File: config.mk
export PLATFORM = sky130hd
export DESIGN_NAME = hazard_forward_unit
export DESIGN_NICKNAME = d
export VERILOG_FILES = /design/src/rtl/hazard_forward_unit.sv
export SDC_FILE = /design/constraint.sdc
export NUM_CORES = 1
export LEC_CHECK = 0
export CAP_MARGIN = 20
export CORE_MARGIN = 3
export CORE_UTILIZATION = 40
export CTS_CLUSTER_SIZE = 28
export DETAILED_ROUTE_END_ITERATION = 12
export GPL_TIMING_DRIVEN = 0
export PLACE_DENSITY = 0.79
export REMOVE_ABC_BUFFERS = 1
export SYNTH_ARGS = -nofsm -noshare
export SYNTH_HDL_FRONTEND = slang
export SYNTH_SLANG_ARGS = --single-unit
File: constraint.sdc
create_clock -name clk -period 3.8 [get_ports clk]
set_input_delay 0.76 -clock clk [delete_from_list [all_inputs] [get_ports clk]]
set_output_delay 0.76 -clock clk [all_outputs]
set_load 0.02 [all_outputs]
File: src/rtl/hazard_forward_unit.sv
// Forwarding/hazard unit: EX/ME operand forwarding, load-use and MDU
// scoreboard stalls, and a saturating stall-cycle counter.
//
// Ports
//   clk, rst                         clock, async active-high reset
//   id_rs1/id_rs2/id_rd              ID-stage register addresses
//   id_use_rs1/id_use_rs2            ID instruction reads rs1 / rs2
//   id_mdu                           ID instruction is an MDU operation
//   ex_rs1/ex_rs2/ex_rd              EX-stage register addresses
//   ex_memRead                       EX instruction is a load
//   mdu_start                        EX instruction issues to the MDU
//   me_writeReg, me_rd, me_rs2       ME-stage write enable / addresses
//   wb_writeReg, wb_rd               WB-stage write enable / destination
//   flush                            IF/ID squashed this cycle
//   ex_forwardA/ex_forwardB          00 regfile, 01 ME result, 10 WB result
//   me_forwardC                      store data taken from WB result
//   stall_if/stall_id/bubble_ex      hold PC, hold IF/ID, NOP into ID/EX
//   mdu_busy/mdu_done/mdu_done_rd    MDU scoreboard status
//   mdu_overrun                      sticky: mdu_start seen while busy
//   stall_cnt                        saturating count of stalled cycles
module hazard_forward_unit #(
  parameter int AW         = 5,
  parameter int MDU_CYCLES = 4,
  parameter int CNT_W      = 16
) (
  input  logic             clk,
  input  logic             rst,
  input  logic [AW-1:0]    id_rs1,
  input  logic [AW-1:0]    id_rs2,
  input  logic [AW-1:0]    id_rd,
  input  logic             id_use_rs1,
  input  logic             id_use_rs2,
  input  logic             id_mdu,
  input  logic [AW-1:0]    ex_rs1,
  input  logic [AW-1:0]    ex_rs2,
  input  logic [AW-1:0]    ex_rd,
  input  logic             ex_memRead,
  input  logic             mdu_start,
  input  logic             me_writeReg,
  input  logic [AW-1:0]    me_rd,
  input  logic [AW-1:0]    me_rs2,
  input  logic             wb_writeReg,
  input  logic [AW-1:0]    wb_rd,
  input  logic             flush,
  output logic [1:0]       ex_forwardA,
  output logic [1:0]       ex_forwardB,
  output logic             me_forwardC,
  output logic             stall_if,
  output logic             stall_id,
  output logic             bubble_ex,
  output logic             mdu_busy,
  output logic             mdu_done,
  output logic [AW-1:0]    mdu_done_rd,
  output logic             mdu_overrun,
  output logic [CNT_W-1:0] stall_cnt
);

  // BUSY lasts MDU_CYCLES-1 cycles, so the down-counter starts at
  // MDU_CYCLES-2 and DONE follows the cycle in which it reads zero.
  localparam int CW = (MDU_CYCLES > 2) ? $clog2(MDU_CYCLES) : 1;
  localparam logic [CW-1:0] CNT_LOAD = CW'(MDU_CYCLES - 2);

  typedef enum logic [1:0] {
    IDLE = 2'd0,
    BUSY = 2'd1,
    DONE = 2'd2
  } mdu_state_t;

  mdu_state_t state, state_nx;
  logic [CW-1:0] cnt, cnt_nx;
  logic [AW-1:0] pend_rd, pend_rd_nx;

  logic me_wr_ok;
  logic wb_wr_ok;
  logic lu;
  logic mh;
  logic mh_raw;
  logic stall;

  // x0 is hard-wired zero, so a write to it never produces a result
  // worth forwarding.
  assign me_wr_ok = me_writeReg && (me_rd != '0);
  assign wb_wr_ok = wb_writeReg && (wb_rd != '0);

  always_comb begin
    ex_forwardA = 2'b00;
    if (me_wr_ok && (me_rd == ex_rs1)) begin
      ex_forwardA = 2'b01;
    end else if (wb_wr_ok && (wb_rd == ex_rs1)) begin
      ex_forwardA = 2'b10;
    end
  end

  always_comb begin
    ex_forwardB = 2'b00;
    if (me_wr_ok && (me_rd == ex_rs2)) begin
      ex_forwardB = 2'b01;
    end else if (wb_wr_ok && (wb_rd == ex_rs2)) begin
      ex_forwardB = 2'b10;
    end
  end

  assign me_forwardC = wb_wr_ok && (wb_rd == me_rs2);

  assign lu = ex_memRead && (ex_rd != '0) &&
              ((id_use_rs1 && (id_rs1 == ex_rd)) ||
               (id_use_rs2 && (id_rs2 == ex_rd)));

  // RAW on either source or WAW on the destination against the
  // pending MDU result; a second MDU op is a structural conflict.
  assign mh_raw = (pend_rd != '0) &&
                  ((id_use_rs1 && (id_rs1 == pend_rd)) ||
                   (id_use_rs2 && (id_rs2 == pend_rd)) ||
                   (id_rd == pend_rd));

  assign mh = mdu_busy && (id_mdu || mh_raw);

  // A flushed ID slot is discarded anyway, so holding it is pointless.
  assign stall     = (lu || mh) && !flush;
  assign stall_if  = stall;
  assign stall_id  = stall;
  assign bubble_ex = stall;

  assign mdu_busy    = (state != IDLE);
  assign mdu_done    = (state == DONE);
  assign mdu_done_rd = pend_rd;

  always_ff @(posedge clk or posedge rst) begin
    if (rst) begin
      state   <= IDLE;
      cnt     <= '0;
      pend_rd <= '0;
    end else begin
      state   <= state_nx;
      cnt     <= cnt_nx;
      pend_rd <= pend_rd_nx;
    end
  end

  // A start outside IDLE (including DONE) is ignored here and only
  // recorded by the overrun flag.
  always_comb begin
    state_nx   = state;
    cnt_nx     = cnt;
    pend_rd_nx = pend_rd;
    unique case (state)
      IDLE: begin
        if (mdu_start) begin
          state_nx   = BUSY;
          cnt_nx     = CNT_LOAD;
          pend_rd_nx = ex_rd;
        end
      end
      BUSY: begin
        if (cnt == '0) begin
          state_nx = DONE;
        end else begin
          cnt_nx = cnt - 1'b1;
        end
      end
      DONE: begin
        state_nx = IDLE;
      end
      default: begin
        state_nx = IDLE;
      end
    endcase
  end

  always_ff @(posedge clk or posedge rst) begin
    if (rst) begin
      mdu_overrun <= 1'b0;
    end else if (mdu_start && mdu_busy) begin
      mdu_overrun <= 1'b1;
    end
  end

  always_ff @(posedge clk or posedge rst) begin
    if (rst) begin
      stall_cnt <= '0;
    end else if (stall && (stall_cnt != '1)) begin
      stall_cnt <= stall_cnt + CNT_W'(1);
    end
  end

endmodule

Yosys cells after proc, flatten, opt, wreduce, memory -nomap -nowiden
Cells that the tools add are included.

$mul: 0. Mux-type cells: 10. Bitwise operators: 0. Shifts and indexed selects: 0. Reduce and logical (&&, ||, !) cells: 35. Equality and inequality tests: 16. $add $sub $neg: 2. Divide/modulo/power cells: 0. Magnitude comparators: 0.

Operators with widths (count): 5-bit equality test (10); 5-bit nonzero test (4); 1-bit logical AND (18); 16-bit by 1-bit adder with 16-bit output, second input constant (1); 2-bit 2-to-1 mux (8); 16-bit != test, second input constant (1); 2-bit one-hot mux with 2 select lines (2); 2-bit != test, second input constant (3); 1-bit logical OR (5); 2-bit zero test (2); 2-bit AND reduction (2); 2-bit nonzero test (2); 3-bit AND reduction (1); 2-bit by 1-bit equality test with 1-bit output, second input constant (1); 2-bit equality test, second input constant (1); 2-bit by 1-bit subtractor with 2-bit output, second input constant (1); 1-bit zero test (1).

Input port bits: 55. Register bits: 26. Bits in writable memories: 0. Memories: 0. Memory bits (read-only): 0. Bits in latches: 0. Logic and storage cells: 68.

Longest topological paths before layout
Gate-level depths: netlist (run 1).

Word-level depth: 10. Depth in mapped cells: 8. Depth with buffers taken out: 7.

Least setup slack after synthesis (run 1)
OpenSTA, ideal clock, no wires.

Kind: input port to output port. Start: input port me_rd[1]. End: output port ex_forwardB[1]. Setup slack: 663 ps. Arrival: 2377 ps. Path buffers: 0. Cell stages on the path: 4. Required time: 3040 ps. Path through: or4_1 -> o21ai_0 -> nor4_1 -> nor4_1.

Longest elaborated chain between the ends: 4.

RTL lines: start: declaration (RTL line 40) `input logic [AW-1:0] me_rd,`; 5-bit nonzero test (RTL line 82) `assign me_wr_ok = me_writeReg && (me_rd != '0);`; 1-bit logical AND (RTL line 82); 1-bit logical AND * (RTL line 96) `if (me_wr_ok && (me_rd == ex_rs2)) begin`; 2-bit 2-to-1 mux * (RTL line 96); end: declaration (RTL line 46) `output logic [1:0] ex_forwardB,`.

Every way passes the cells marked *; elsewhere a longest branch is shown, timed or not.

Final worst setup path (run 1)
Start: input port ex_rd[3]. End: output port stall_id.

Longest elaborated chain between the ends: 6.

RTL lines: start: declaration (RTL line 36) `input logic [AW-1:0] ex_rd,`; 5-bit equality test, on equally long branches (RTL line 106, 107); 1-bit logical AND, on equally long branches (RTL line 106, 107); 1-bit logical OR (RTL line 106) `((id_use_rs1 && (id_rs1 == ex_rd)) ||`; 1-bit logical AND * (RTL line 105) `assign lu = ex_memRead && (ex_rd != '0) &&`; 1-bit logical OR * (RTL line 119) `assign stall = (lu || mh) && !flush;`; 1-bit logical AND * (RTL line 119); end: declaration (RTL line 49) `output logic stall_id,`.

Marked as above.

==> impl_metrics.csv, run 1 <==
group,metric,value,unit
outcome,result_of_the_run,"complete, no violations",
synthesis,post_synth_fa_ha_maj_area_fraction,1.28,%
detailed_routing,dr_total_vias,1780,
setup_path,worst_r2r_path_depth,7,
die,die_h,75.8,um
setup_path,setup.reg_to_reg.worst_slack,1340,ps
layout,fillers,401,
sta,rsz0062_at_grt,"false",
die,core_area,4530,sq um
detailed_routing,detail_route.vias_per_cell,5.04,
setup_path,crit_slowest_cell,"sky130_fd_sc_hd__clkdlybuf4s50_1",
die,top_level_ports,87,
synthesis,yosys.cell_count.top_type,"sky130_fd_sc_hd__xnor2_1",
clocking,clock_tree_from_tritoncts,"built",
layout,nNetsFinal,346,
synthesis,synth_xor_area_share,28.8,%
setup_path,crit_path_end,"stall_id",
die,core.rowCount,24,
synthesis,synth_cell_types,39,
clocking,cts.clk_slew.worst_paths,90,ps
clocking,cts.hold.buffers_added,0,
setup_path,timing.rr.start,"stall_cnt[0]",
setup_path,timing.critical_path.buf_inv,2,
placed_design,place.port_buffers,86,
placed_design,hpwl,4.04,mm
clocking,cts_htree_levels,1,
detailed_routing,post_drt_wl_per_cell,14.0,um
synthesis,share_of_the_synthesized_area_in_compound_gates_ao_oa_aoi_oai,10.9,%
clocking,cts_num_sinks,26,
sta,clock.fmax,273,MHz
setup_path,critical_path_arrival,2900,ps
clocking,clock_network_latency_to_the_later_pin_of_the_worst_skew_pair,280,ps
power_and_ir_drop,power.total,1.43,mW
setup_path,cpPeakStageDelay,620,ps
sta,worst_clock_skew,8.15,ps
sta,timing.final.max_slew_violations,0,
clocking,cts-buffers-inserted,3,
sta,finalCriticalPeriod,3660,ps
die,initial_utilization,43.0,%
synthesis,avgSynthCellArea,9.65,sq um
setup_path,r2r_end,"stall_cnt[1]",
worst_hold_path,holdCritPathClass,"reg -> reg",
setup_path,worstPathMaxFanout,6,
synthesis,synth-async-reset-ratio,100,%
clocking,root_buffer,"sky130_fd_sc_hd__clkbuf_8",
detailed_routing,wl,4.94,mm
setup_path,worstSetupEndpointType,"output port",
synthesis,synth.area.mux_share,4.24,%
sta,period_share,96.3,%
setup_path,required,3040,ps
synthesis,synthCells,202,
synthesis,netlist_area_before_placement,1950,sq um
setup_path,critical_path_cell_count,7,
die,area_enclosed_by_the_die_boundary,5750,sq um
layout,antenna_cells,0,
sta,count_of_final_hold_check_violations,0,
synthesis,ys.warnings.count,0,
setup_path,path_class,"in -> out",
synthesis,synth.largest_area_cell,"sky130_fd_sc_hd__dfrtp_1",
setup_path,critical-path-top-delay-family,"buffers and inverters",
global_routing,grt_remaining_overflow,0,
sta,worst-slew-pin-transition,950,ps
detailed_routing,remaining_drc_errors,0,
synthesis,synth.ff_latch_count,26,
placed_design,placement.setup.worst_slack,-188,ps
synthesis,main_combinational_cell_family_by_area_after_synthesis,"XOR/XNOR gates",
power_and_ir_drop,leakagePower,1.14,nW
setup_path,crit_path_most_repeated_cell,"sky130_fd_sc_hd__clkdlybuf4s50_1",
power_and_ir_drop,power_density_over_the_cells,487,nW/um^2
setup_path,crit_start,"ex_rd[3]",
synthesis,synth_area_leaders,"sky130_fd_sc_hd__dfrtp_1 (33%), sky130_fd_sc_hd__xnor2_1 (16%), sky130_fd_sc_hd__xor2_1 (13%), sky130_fd_sc_hd__a211oi_1 (4.2%), sky130_fd_sc_hd__mux2_2 (2.9%)",
synthesis,synth_flop_cell,"sky130_fd_sc_hd__dfrtp_1",
global_routing,grt_antenna_before_repair,0,
global_routing,grt_usage,17.4,%
detailed_routing,drt_first_pass_iters,4,
layout,final_layout_size_suffix_gt1_share,7.64,%
layout,post_layout_nonfiller_instances,353,
detailed_routing,dr.first_iter.drc_count,36,
power_and_ir_drop,ir_drop,0.000340,V
clocking,ctsLongestPathBuffers,2,
detailed_routing,drt.antenna.violating_nets,0,
synthesis,post_synth_most_frequent_cells,"sky130_fd_sc_hd__xnor2_1 (35), sky130_fd_sc_hd__xor2_1 (29), sky130_fd_sc_hd__dfrtp_1 (26)",
placed_design,place.detailed.instances,348,
synthesis,ys_seq_area_share,33.4,%
setup_path,path_cells,"clkdlybuf4s50_1, xnor2_1, nand4_1, o22ai_1, o2111ai_2, nand2_1, clkdlybuf4s50_1",
synthesis,yosys.area.top_type_share,33.4,%
synthesis,yosys.area_share.simple,17.4,%
global_routing,grt_max_degree,27,
synthesis,synth-edff-count,0,
sta,setup_viol,0,
sta,final_worst_setup_slack,142,ps
layout,area.growth.synth_to_final,51.0,%
worst_hold_path,min_from,"mdu_overrun",
global_routing,grt_pass1_vias,1762,
placed_design,gp_congestion,0.899,
setup_path,start_kind,"primary input",
sta,max_slew_margin,36.6,%
global_routing,grt_pass1_wl,7.84,mm
die,horiz_die_dim,75.8,um
job,timing.max_cap.violations,0,
## worst min path at each step
stage / endpoint / slack [ps] / depth (start not counted)
2_1_floorplan: cnt[0] / 520 / 1
3_3_place_gp: mdu_overrun / 440 / 1
3_5_place_dp: mdu_overrun / 460 / 1
4_1_cts: mdu_overrun / 480 / 1
5_1_grt: mdu_overrun / 500 / 1
6_report: mdu_overrun / 470 / 1
## metal layers
metal	wire (um)	vias up	GRT usage (%)
li1	-	884	-
met2	2440	42	31.0
met1	2240	849	22.4
met5	0	-	0
met4	53	0	4.66
met3	209	5	1.85
## layout by cell type, fill, tap and decap left out, types with 5 or more instances in the layout
| master | instances |
|---|---|
| sky130_fd_sc_hd__nand2_1 | 13 |
| sky130_fd_sc_hd__nor2_1 | 5 |
| sky130_fd_sc_hd__a211oi_1 | 11 |
| sky130_fd_sc_hd__dfrtp_1 | 26 |
| sky130_fd_sc_hd__nand3_1 | 11 |
| sky130_fd_sc_hd__nand4_1 | 6 |
| sky130_fd_sc_hd__mux2_2 | 5 |
| sky130_fd_sc_hd__clkdlybuf4s50_1 | 85 |
| sky130_fd_sc_hd__inv_1 | 9 |
| sky130_fd_sc_hd__xor2_1 | 29 |
| sky130_fd_sc_hd__nor3_1 | 6 |
| sky130_fd_sc_hd__xnor2_1 | 35 |
## state kept, by name, indices dropped and copies added, names as in the netlist
signal,count
cnt,2
mdu_done_rd,5
mdu_overrun,1
stall_cnt,16
state,2
## through the flow
stage               hold WS [ps]  setup TNS, ps  util, %  cell area (sq um)
floorplan                    520              0        -               1900
global route                 502              0     64.9               2940
detailed placement           459           -566     63.1               2860
CTS                          480              0     64.9               2940
global placement             442          -2020     62.8               2850
finish                       474              0     64.9               2940
## power breakdown
part | switching [mW] | total, mW | internal [mW] | leakage, nW
clock | 0.0879 | 0.229 | 0.141 | 0.0357
sequential | 0.136 | 0.498 | 0.362 | 0.314
combinational | 0.323 | 0.707 | 0.385 | 0.794
total | 0.546 | 1.43 | 0.888 | 1.14
## kinds of logic after synthesis
logic type,Yosys count
AO/OA/AOI/OAI,26
multiplexers,7
buffers and inverters,16
adder cells (fa/ha/maj),2
AND/OR/NAND/NOR,61
flip-flops,26
XOR/XNOR,64
## layout make-up
type | instances | area (sq um) | share of cell area [%]
repair buffers | 89 | 880 | 29.9
inverters | 9 | 33.8 | 1.15
clock inverters | 1 | 30.0 | 1.02
flip-flops and latches | 26 | 651 | 22.1
clock buffers | 3 | 41.3 | 1.40
multi-input cells | 160 | 1230 | 41.7
well taps | 65 | 81.3 | 2.76
## timing repair
item                                   4_1_cts  5_1_grt
setup buffers                                1        0
setup endpoints to repair                    4        0
endpoints found under the hold margin        0        0
resized for setup                            2        0
Note: power is estimated with default switching activity, not from simulation.
==> run 2, diff against run 1 <==
==> constraint.sdc (replaced) <==
create_clock -name clk -period 3.8 [get_ports clk]
set_input_delay 0.57 -clock clk [delete_from_list [all_inputs] [get_ports clk]]
set_output_delay 0.57 -clock clk [all_outputs]
set_load 0.02 [all_outputs]
==> run 2 against run 1 <==
Sequential cell count unchanged; cell count unchanged; total power is essentially flat; first-iteration DRC count increased by 5.6%; critical path depth is 2 lower; core utilization down 0.11 points; global-route usage stayed put; combinational power is essentially flat; via count is 0.22% lower; highest routed layer unchanged.
==> impl_metrics.csv, run 2 (synthesis gave the netlist of run 1 again) <==
group,metric,value,unit
setup_path,critical_path_cell_count,5,
global_routing,grt_antenna_before_repair,0,
sta,count_of_final_hold_check_violations,0,
sta,worst-slew-pin-transition,949,ps
placed_design,placement.setup.worst_slack,192,ps
sta,worst_hold_slack,474,ps
setup_path,crit_path_end,"stall_id",
global_routing,grt_pass1_wl,7.84,mm
setup_path,path_class,"in -> out",
clocking,cts-buffers-inserted,3,
layout,antenna_cells,0,
clocking,root_buffer,"sky130_fd_sc_hd__clkbuf_8",
detailed_routing,drt_first_pass_iters,4,
placed_design,place.port_buffers,86,
setup_path,start_kind,"primary input",
layout,layout.core_utilization,64.8,%
clocking,clock_network_latency_to_the_later_pin_of_the_worst_skew_pair,280,ps
power_and_ir_drop,ir_drop,0.000338,V
placed_design,place.detailed.instances,348,
global_routing,met1_usage,22.5,%
detailed_routing,remaining_drc_errors,0,
layout,max_flop_register,"stall_cnt",
sta,max_slew_margin,36.7,%
sta,finalCriticalPeriod,3450,ps
setup_path,crit_start,"ex_rd[0]",
die,core_area,4530,sq um
setup_path,cpPeakStageDelay,580,ps
global_routing,grt_pass1_vias,1762,
die,top_level_ports,87,
die,horiz_die_dim,75.8,um
setup_path,crit_slowest_cell,"sky130_fd_sc_hd__clkdlybuf4s50_1",
layout,flip_flop_count_of_the_largest_register_all_copies_and_words_added,16,
setup_path,timing.rr.start,"stall_cnt[0]",
sta,period_share,90.8,%
sta,final.setup.tns,0,ps
global_routing,grt-busiest-layer,"met2",
sta,clock.fmax,290,MHz
layout,area.growth.synth_to_final,50.7,%
die,initial_utilization,43.0,%
clocking,cts.hold.buffers_added,0,
setup_path,critical-path-top-delay-family,"buffers and inverters",
layout,post_layout_nonfiller_instances,353,
setup_path,crit_path_most_repeated_cell,"sky130_fd_sc_hd__clkdlybuf4s50_1",
job,timing.max_cap.violations,0,
sta,rsz0062_at_grt,"false",
layout,layout_common_cells,"sky130_fd_sc_hd__clkdlybuf4s50_1 (86), sky130_fd_sc_hd__xnor2_1 (35), sky130_fd_sc_hd__xor2_1 (29)",
setup_path,critical_path_arrival,2880,ps
setup_path,worst_r2r_path_depth,7,
layout,final_layout_size_suffix_gt1_share,7.29,%
setup_path,worstSetupEndpointType,"output port",
placed_design,hpwl,4.04,mm
power_and_ir_drop,power_density_over_the_cells,488,nW/um^2
global_routing,grt_max_degree,27,
placed_design,gp_congestion,0.899,
layout,nNetsFinal,346,
layout,mostFrequentLayoutCell,"sky130_fd_sc_hd__clkdlybuf4s50_1",
worst_hold_path,holdCritPathClass,"reg -> reg",
setup_path,path_cells,"clkdlybuf4s50_1, or4_1, o2111ai_1, nand2_1, clkdlybuf4s50_1",
detailed_routing,dr_total_vias,1776,
clocking,ctsLongestPathBuffers,2,
die,area_enclosed_by_the_die_boundary,5750,sq um
die,die_h,75.8,um
detailed_routing,post_drt_wl_per_cell,14.0,um
setup_path,worstPathMaxFanout,6,
clocking,cts_num_sinks,26,
outcome,result_of_the_run,"complete, no violations",
setup_path,r2r_end,"stall_cnt[1]",
sta,setup_viol,0,
global_routing,grt_remaining_overflow,0,
detailed_routing,detail_route.vias_per_cell,5.03,
global_routing,grt_usage,17.4,%
clocking,cts_htree_levels,1,
setup_path,required,3230,ps
clocking,cts.clk_slew.worst_paths,90,ps
detailed_routing,wl,4.93,mm
global_routing,groute.layer.met3.usage,1.85,%
detailed_routing,drt.antenna.violating_nets,0,
detailed_routing,dr.first_iter.drc_count,38,
sta,timing.final.max_slew_violations,0,
clocking,clock_tree_from_tritoncts,"built",
sta,final_worst_setup_slack,351,ps
sta,worst_clock_skew,8.03,ps
power_and_ir_drop,leakagePower,1.14,nW
setup_path,timing.critical_path.buf_inv,2,
setup_path,setup.reg_to_reg.worst_slack,1340,ps
global_routing,grt.met2_usage,30.9,%
die,core.rowCount,24,
## run 2: cell count changes in the layout (fill, tap and decap cells not counted), sizes merged
cell / previous run / this run
clkdlybuf4s50: 85 / 86
dlygate4sd2: 1 / 0
## run 2: worst register-to-register path, delay by kind of cell (launching register included)
kind / cells / cell delay (ps)
AND/OR/NAND/NOR: 3 / 1030
flip-flops: 1 / 430
multiplexers: 1 / 300
buffers and inverters: 1 / 290
adder cells (fa/ha/maj): 1 / 230
AO/OA/AOI/OAI: 1 / 70
## run 2: timing repair
item | in CTS | in global routing
setup buffers | 1 | 0
gates resized for setup | 0 | 0
endpoints found under the setup margin | 3 | 0
## run 2: area by class of cell
type | count | area (sq um)
fill | 405 | 1600
multi-input combinational | 160 | 1220
timing repair buffer | 89 | 881
sequential | 26 | 651
tap | 65 | 81.3
clock buffer | 3 | 41.3
inverter | 9 | 33.8
clock inverter | 1 | 30.0
## run 2: per-layer routing
layer	share of wire (%)	wire (um)
met4	1.1	53
met3	4.8	239
met5	0	0
met1	45	2210
met2	49	2430
## run 2: metrics by stage
step	power, mW	area, sq um
5_1_grt	1.53	2940
6_report	1.43	2940
4_1_cts	1.45	2940
2_1_floorplan	0.896	1900
3_3_place_gp	1.20	2850
3_5_place_dp	1.21	2860
## run 2: how the worst min path moves through the flow
stage | startpoint | to | slack, ps | cells after the start
4_1_cts | mdu_overrun | mdu_overrun | 480 | 1
2_1_floorplan | cnt[0] | cnt[0] | 520 | 1
3_3_place_gp | mdu_overrun | mdu_overrun | 440 | 1
3_5_place_dp | mdu_overrun | mdu_overrun | 460 | 1
5_1_grt | mdu_overrun | mdu_overrun | 500 | 1
6_report | mdu_overrun | mdu_overrun | 470 | 1
## run 2: where the power goes
group	switching (mW)	internal, mW
sequential	0.136	0.362
clock	0.0878	0.141
combinational	0.322	0.385
